**src/rtl/pll_lock_sequencer.sv**
```systemverilog
// PLL bring-up and lock supervisor for the iCE40 PLL wrapper.
// Pulses the PLL's active-low reset, then waits for LOCK to stay high long enough
// before it releases the fast-domain reset. When lock is lost it re-initialises
// the PLL. After a bounded number of failed attempts it latches a fault, which
// stays until software clears it.
module pll_lock_sequencer #(
    parameter int unsigned RESETB_PULSE_CYCLES = 12,
    parameter int unsigned LOCK_STABLE_CYCLES  = 1200,
    parameter int unsigned LOCK_TIMEOUT_CYCLES = 120000,
    parameter int unsigned MAX_RETRIES         = 3,
    parameter int unsigned CNT_W               = 17
) (
    input  logic       clock_in,
    input  logic       reset,
    input  logic       pll_locked,
    input  logic       clear_fault,
    output logic       pll_resetb,
    output logic       sys_reset,
    output logic       ready,
    output logic       fault,
    output logic [3:0] retry_count,
    output logic [7:0] lock_loss_count,
    output logic [1:0] state
);

    typedef enum logic [1:0] {
        ST_RESET_PLL = 2'd0,
        ST_WAIT_LOCK = 2'd1,
        ST_RUN       = 2'd2,
        ST_FAULT     = 2'd3
    } state_t;

    localparam logic [CNT_W-1:0] PULSE_LAST   = CNT_W'(RESETB_PULSE_CYCLES - 1);
    localparam logic [CNT_W-1:0] STABLE_DONE  = CNT_W'(LOCK_STABLE_CYCLES);
    localparam logic [CNT_W-1:0] TIMEOUT_LAST = CNT_W'(LOCK_TIMEOUT_CYCLES - 1);
    localparam logic [3:0]       RETRY_LIMIT  = 4'(MAX_RETRIES);

    state_t           cur_state;
    logic             lock_m;
    logic             lock_s;
    logic [CNT_W-1:0] timer;
    logic [CNT_W-1:0] stable;
    logic [3:0]       retry_next;

    assign retry_next = retry_count + 4'd1;
    assign state      = cur_state;

    // Two-flop synchroniser for the asynchronous PLL LOCK signal
    always_ff @(posedge clock_in) begin
        if (reset) begin
            lock_m <= 1'b0;
            lock_s <= 1'b0;
        end else begin
            lock_m <= pll_locked;
            lock_s <= lock_m;
        end
    end

    // Sequencer FSM; every output is driven here so all of them come from flops
    always_ff @(posedge clock_in) begin
        if (reset) begin
            cur_state       <= ST_RESET_PLL;
            timer           <= '0;
            stable          <= '0;
            pll_resetb      <= 1'b0;
            sys_reset       <= 1'b1;
            ready           <= 1'b0;
            fault           <= 1'b0;
            retry_count     <= '0;
            lock_loss_count <= '0;
        end else begin
            case (cur_state)
                ST_RESET_PLL: begin
                    pll_resetb <= 1'b0;
                    sys_reset  <= 1'b1;
                    ready      <= 1'b0;
                    if (timer == PULSE_LAST) begin
                        cur_state  <= ST_WAIT_LOCK;
                        timer      <= '0;
                        stable     <= '0;
                        pll_resetb <= 1'b1;
                    end else begin
                        timer <= timer + 1'b1;
                    end
                end

                ST_WAIT_LOCK: begin
                    timer  <= timer + 1'b1;
                    stable <= lock_s ? stable + 1'b1 : '0;
                    // The stable check comes first, so a lock that qualifies on the timeout cycle still wins
                    if (stable == STABLE_DONE) begin
                        cur_state   <= ST_RUN;
                        retry_count <= '0;
                        ready       <= 1'b1;
                        sys_reset   <= 1'b0;
                        timer       <= '0;
                        stable      <= '0;
                    end else if (timer == TIMEOUT_LAST) begin
                        retry_count <= retry_next;
                        timer       <= '0;
                        stable      <= '0;
                        pll_resetb  <= 1'b0;
                        if (retry_next == RETRY_LIMIT) begin
                            cur_state <= ST_FAULT;
                            fault     <= 1'b1;
                        end else begin
                            cur_state <= ST_RESET_PLL;
                        end
                    end
                end

                ST_RUN: begin
                    if (!lock_s) begin
                        cur_state  <= ST_RESET_PLL;
                        ready      <= 1'b0;
                        sys_reset  <= 1'b1;
                        pll_resetb <= 1'b0;
                        timer      <= '0;
                        if (lock_loss_count != 8'hFF) begin
                            lock_loss_count <= lock_loss_count + 8'd1;
                        end
                    end
                end

                ST_FAULT: begin
                    if (clear_fault) begin
                        cur_state   <= ST_RESET_PLL;
                        fault       <= 1'b0;
                        retry_count <= '0;
                        timer       <= '0;
                    end
                end
            endcase
        end
    end

endmodule

```
**config.mk**
```make
export PLATFORM = sky130hd
export DESIGN_NAME = pll_lock_sequencer
export DESIGN_NICKNAME = d
export VERILOG_FILES = /design/src/rtl/pll_lock_sequencer.sv
export SDC_FILE = /design/constraint.sdc
export NUM_CORES = 1
export LEC_CHECK = 0
export ABC_AREA = 0
export CAP_MARGIN = 25
export CORE_MARGIN = 3
export CORE_UTILIZATION = 52
export DETAILED_ROUTE_END_ITERATION = 16
export GPL_TIMING_DRIVEN = 1
export PLACE_DENSITY = 0.81
export SLEW_MARGIN = 20
export SYNTH_ARGS = -nofsm -noshare
export SYNTH_HDL_FRONTEND = slang
export SYNTH_SLANG_ARGS = --single-unit
```
**constraint.sdc**
```tcl
create_clock -name clock_in -period 2.5 [get_ports clock_in]
set_input_delay 0.5 -clock clock_in [delete_from_list [all_inputs] [get_ports clock_in]]
set_output_delay 0.5 -clock clock_in [all_outputs]
set_load 0.02 [all_outputs]
```
* Yosys cells after proc, flatten, opt, wreduce, memory -nomap -nowiden
Cells that the tools add are included.
** Word-level totals
- Register bits :: 54
- Bits in latches :: 0
- Bits in writable memories :: 0
- Bits in read-only memories :: 0
- Input bits :: 4
- Output and inout port bits :: 18
- Word-level logic and storage cells :: 81
- Memories :: 0
** Operators by class
- Add/subtract/negate cells :: 4
- Multiply operators :: 0
- Div/mod/pow operators :: 0
- Magnitude comparators :: 0
- Equality and inequality tests :: 16
- Shifts and indexed selects :: 0
- Multiplexer cells :: 37
- Bitwise logic cells :: 1
- Reductions and logical operators :: 12
** Operators by type and width (count)
- 17-bit 2-to-1 mux :: 9
- 17-bit one-hot mux with 4 select lines :: 1
- 17-bit by 1-bit adder with 17-bit output, second input constant :: 2
- 17-bit one-hot mux with 2 select lines :: 1
- 17-bit by 11-bit equality test with 1-bit output, second input constant :: 1
- 17-bit equality test, second input constant :: 1
- 17-bit by 4-bit equality test with 1-bit output, second input constant :: 1
- 2-bit != test, second input constant :: 7
- 2-bit 2-to-1 mux :: 6
- 4-bit 2-to-1 mux :: 3
- 1-bit 2-to-1 mux :: 11
- 1-bit one-hot mux with 3 select lines :: 3
- 3-bit AND reduction :: 3
- 8-bit by 1-bit adder with 8-bit output, second input constant :: 1
- 8-bit != test, second input constant :: 1
- 2-bit one-hot mux with 4 select lines :: 1
- 4-bit one-hot mux with 2 select lines :: 1
- 4-bit AND reduction :: 2
- 5-bit AND reduction :: 1
- 4-bit by 1-bit adder with 4-bit output, second input constant :: 1
- 2-bit equality test, second input constant :: 2
- 4-bit by 2-bit equality test with 1-bit output, second input constant :: 1
- 2-bit AND reduction :: 2
- 2-bit nonzero test :: 2
- other kinds (6) :: 6

* Longest topological paths before layout
- Word-level depth :: 6
- Gate-level depth with buffers :: 10
- Mapped depth without buffers :: 8

* Least setup slack after synthesis
Ideal clock, no wire load.
- Path type :: register to register
- Start :: register timer[8]
- End :: register pll_resetb
- Setup time :: 66 ps
- Data arrival time :: 2313 ps
- Data required time :: 2434 ps
- Slack :: 121 ps
- Stages on the path, launching flop included :: 7
- Path buffers :: 0
- Period minus slack after synthesis :: 2379 ps
- Cells stage by stage :: dfxtp_1 > or3_1 > or4_1 > or3_4 > or3_1 > a211o_1 > a21oi_2
** Between the ends
- Longest elaborated chain between the ends :: 3
- Elaborated cells on any way between the ends :: 6
- Classes of those cells :: eq/ne: 3; mux: 2; reduce/logical: 1
** Ends and longest elaborated chain
- start: declaration :: RTL line 41 : logic [CNT_W-1:0] timer;
- start signal: assignment :: RTL line 83 : timer <= timer + 1'b1;
- start signal: assignment :: RTL line 88 : timer <= timer + 1'b1;
- 17-bit by 4-bit equality test with 1-bit output / 17-bit equality test (equally long branches) :: RTL line 77, 98
- 1-bit 2-to-1 mux / 2-bit != test (equally long branches)
- 1-bit one-hot mux with 3 select lines / 4-bit AND reduction (equally long branches)
- end signal: assignment :: RTL line 65 : pll_resetb <= 1'b0;
- end signal: assignment :: RTL line 74 : pll_resetb <= 1'b0;
- end signal: assignment :: RTL line 81 : pll_resetb <= 1'b1;
- end: declaration :: RTL line 17 : output logic pll_resetb,
Several ways; a longest one is shown, not always the timed one.
A chain may end at the register's enable or synchronous reset.

* Final worst setup path
- Start :: register timer[9]
- End :: register pll_resetb
Same word-level chain as after synthesis.

==> results.yml <==
detailed_routing:
  first_pass_iters: 4
  remaining_drc_errors: 0
  drt_first_iter_violations: 153
  viasPerCell: 5.58
  routed_wl_mm: 5.77
  vias: 2344
  wire_per_inst_um: 13.7
  ant_nets: 0
pwr:
  power_density_nw_per_um2: 494
  leakage_nw: 1.17
  peakVddDrop_v: 0.000277
clock_network:
  clk_pin_slew_ns: 0.10
  cts_tree: "built"
  cts_buffers: 5
  cts_root_buf: "clkbuf_8"
  postCtsHoldBufs: 0
  clock-sinks: 54
  cts_max_level: 2
  clk_latency_ns: 0.32
  clock_path_buffers: 2
synthesis:
  synth_top_area_share_pct: 39.5
  synth_nets: 337
  seq_area_frac_synth_pct: 39.5
  synth_edf_count: 0
  synthTopCellsByCount: "dfxtp_1, nor2_1, nand2_1, xor2_1, nand3_1"
  synthCells: 323
  yosysMostFrequentCell: "dfxtp_1"
  ys_types: 48
  synth_flop_cell: "dfxtp_1"
  yosysTopAreaCell: "dfxtp_1"
  synth-seq-cells: 54
  synth.avg_cell_area_um2: 8.48
  synth_area_leaders: "dfxtp_1, xor2_1, nor2_1"
  yosys_warnings: 0
  netlist_area_um2: 2740
  synthArstFlopShare_pct: 0
floorplan:
  die_y_um: 78.6
  start_util_pct: 55.8
  pin_count: 22
  die_w_um: 78.6
  core_area_um2: 4910
  row_count: 25
  dieArea_um2: 6170
sta:
  setup_viol: 0
  final.period_utilization_pct: 96.5
  max_freq_mhz: 414
  rsz0062_at_grt: "false"
  fin_crit_ns: 2.41
  tightest_slew_ns: 0.513
  finalSetupTns_ns: 0
  setup_slack_ns: 0.0867
  holdWs_ns: 0.472
  final_hold_viol_count: 0
  max_slew_margin_pct: 65.5
  fin_skew_ns: 0.00672
  drv_slew: 0
worst_setup_path:
  r2r_cells: 6
  path_delay_family: "simple AND/OR/NAND/NOR gates"
  crit_buf_inv: 0
  rr_endpoint: "pll_resetb"
  max_stage_delay_ns: 0.43
  crit_top_cell: "or3_4"
  cp-end-kind: "flop"
  reg2reg_from: "timer[9]"
  critPathSlowestCell: "or4_4"
  critPathMaxFanout: 4
  crit_type: "flop to flop"
  critPathLaunch: "timer[9]"
  cp.arrival_ns: 2.67
  worst_ep_required_time_ns: 2.75
  worstSetupStartpointType: "flop"
  crit_path_cell_trace: "or3_4 > or4_4 > or3_4 > or3_4 > a211o_1 > a21oi_2"
  reg2reg_slack_ns: 0.09
worst_hold_path:
  whs_endpoint: "ready"
  hold_class: "flop to flop"
  hold_path_startpoint: "ready"
  whs_path_depth: 2
grt:
  antenna_found_initial: 0
  grt_max_degree: 18
  grt-ovfl-total: 0
  grt_use_total_pct: 19.5
  grt_pass1_vias: 2203
  grt_pass1_wl_mm: 9.81
final_layout:
  finalNonFillerCells: 420
  diodes: 0
  area_growth_pct: 16.7
  final_nets: 366
  drive_gt1_share_pct: 8.78
placement:
  port_buffers: 21
  placed_cells: 412
  dpl.hpwl_mm: 4.19
  dp_slack_ns: 0.0521
  gp_congestion: 0.842
run_status:
  status: "finished clean"
run:
  drv_cap: 0
[kinds of logic after synthesis]
family	count (synthesis)	share of synthesized area [%]
adders and majority gates	10	4.57
and+or+nand+nor	165	31.5
buffers and inverters	18	3.01
DFF	54	39.5
AOI/OAI and AO/OA	36	8.36
muxes	5	1.87
xor gates and xnor gates	35	11.2
[routing by layer]
metal / GRT usage (%) / wire length, µm / up-vias
li1: - / - / 1196
met1: 25.6 / 2720 / 1087
met2: 31.2 / 2690 / 47
met3: 4.24 / 249 / 14
met4: 7.34 / 105 / 0
met5: 0 / 0 / -
[cell type report]
| class | count | area (µm²) |
|---|---|---|
| fillers | 403 | 1710 |
| multi-input cells | 251 | 1590 |
| flip-flops and latches | 54 | 1080 |
| repair buffers | 31 | 298 |
| well taps | 67 | 83.8 |
| clock buffers | 5 | 68.8 |
| clock inverters | 3 | 40.0 |
| inverters | 9 | 33.8 |
[placed cells by master, fill, tap and decap left out, drive strengths merged, types with 5 or more instances in the layout]
cell and count:
inv 9, nand4 16, and3 12, xor2 23, nor4 7, a21oi 15, nand2 23, nor2 49
clkdlybuf4s50 21, o21ai 7, nor2b 5, buf 10, dfxtp 54, or3 6, ha 10, clkbuf 5
nand3 22, xnor2 12
[flip-flops by register name, indices dropped and copies added, names as in the netlist]
signal           flops
lock_s               1
state                2
timer               17
lock_loss_count      8
lock_m               1
sys_reset            1
fault                1
stable              17
pll_resetb           1
ready                1
retry_count          4
[what timing repair did]
action | in CTS | in global routing
gates resized for setup | 0 | 5
setup buffers | 0 | 0
endpoints found under the setup margin | 0 | 3
[metrics by stage]
stage | power (mW) | instance area [µm²] | utilization [%]
finish | 1.58 | 3200 | 65.1
global placement | 1.01 | 3070 | 62.5
global route | 1.63 | 3200 | 65.1
detailed placement | 1.01 | 3070 | 62.5
floorplan | 0.976 | 2740 | -
CTS | 1.59 | 3180 | 64.8
[worst reg2reg max path: cells and delay by family (launching register included)]
family          cells  cell delay (ns)
compound gates      2             0.44
flops               1             0.35
simple gates        4             1.57
[where the power goes]
part / internal, mW / switching [mW] / total (mW)
registers: 0.871 / 0.0110 / 0.882
clock network: 0.295 / 0.291 / 0.586
logic: 0.0481 / 0.0632 / 0.111
total: 1.21 / 0.365 / 1.58
[worst max path at each step]
stage	endpoint	slack, ns	depth (start not counted)
floorplan	pll_resetb	0.12	6
global placement	pll_resetb	0.09	6
detailed placement	pll_resetb	0.05	6
CTS	pll_resetb	0.03	6
global route	pll_resetb	0.01	6
finish	pll_resetb	0.09	6
Power figures use the tool's default switching activity.
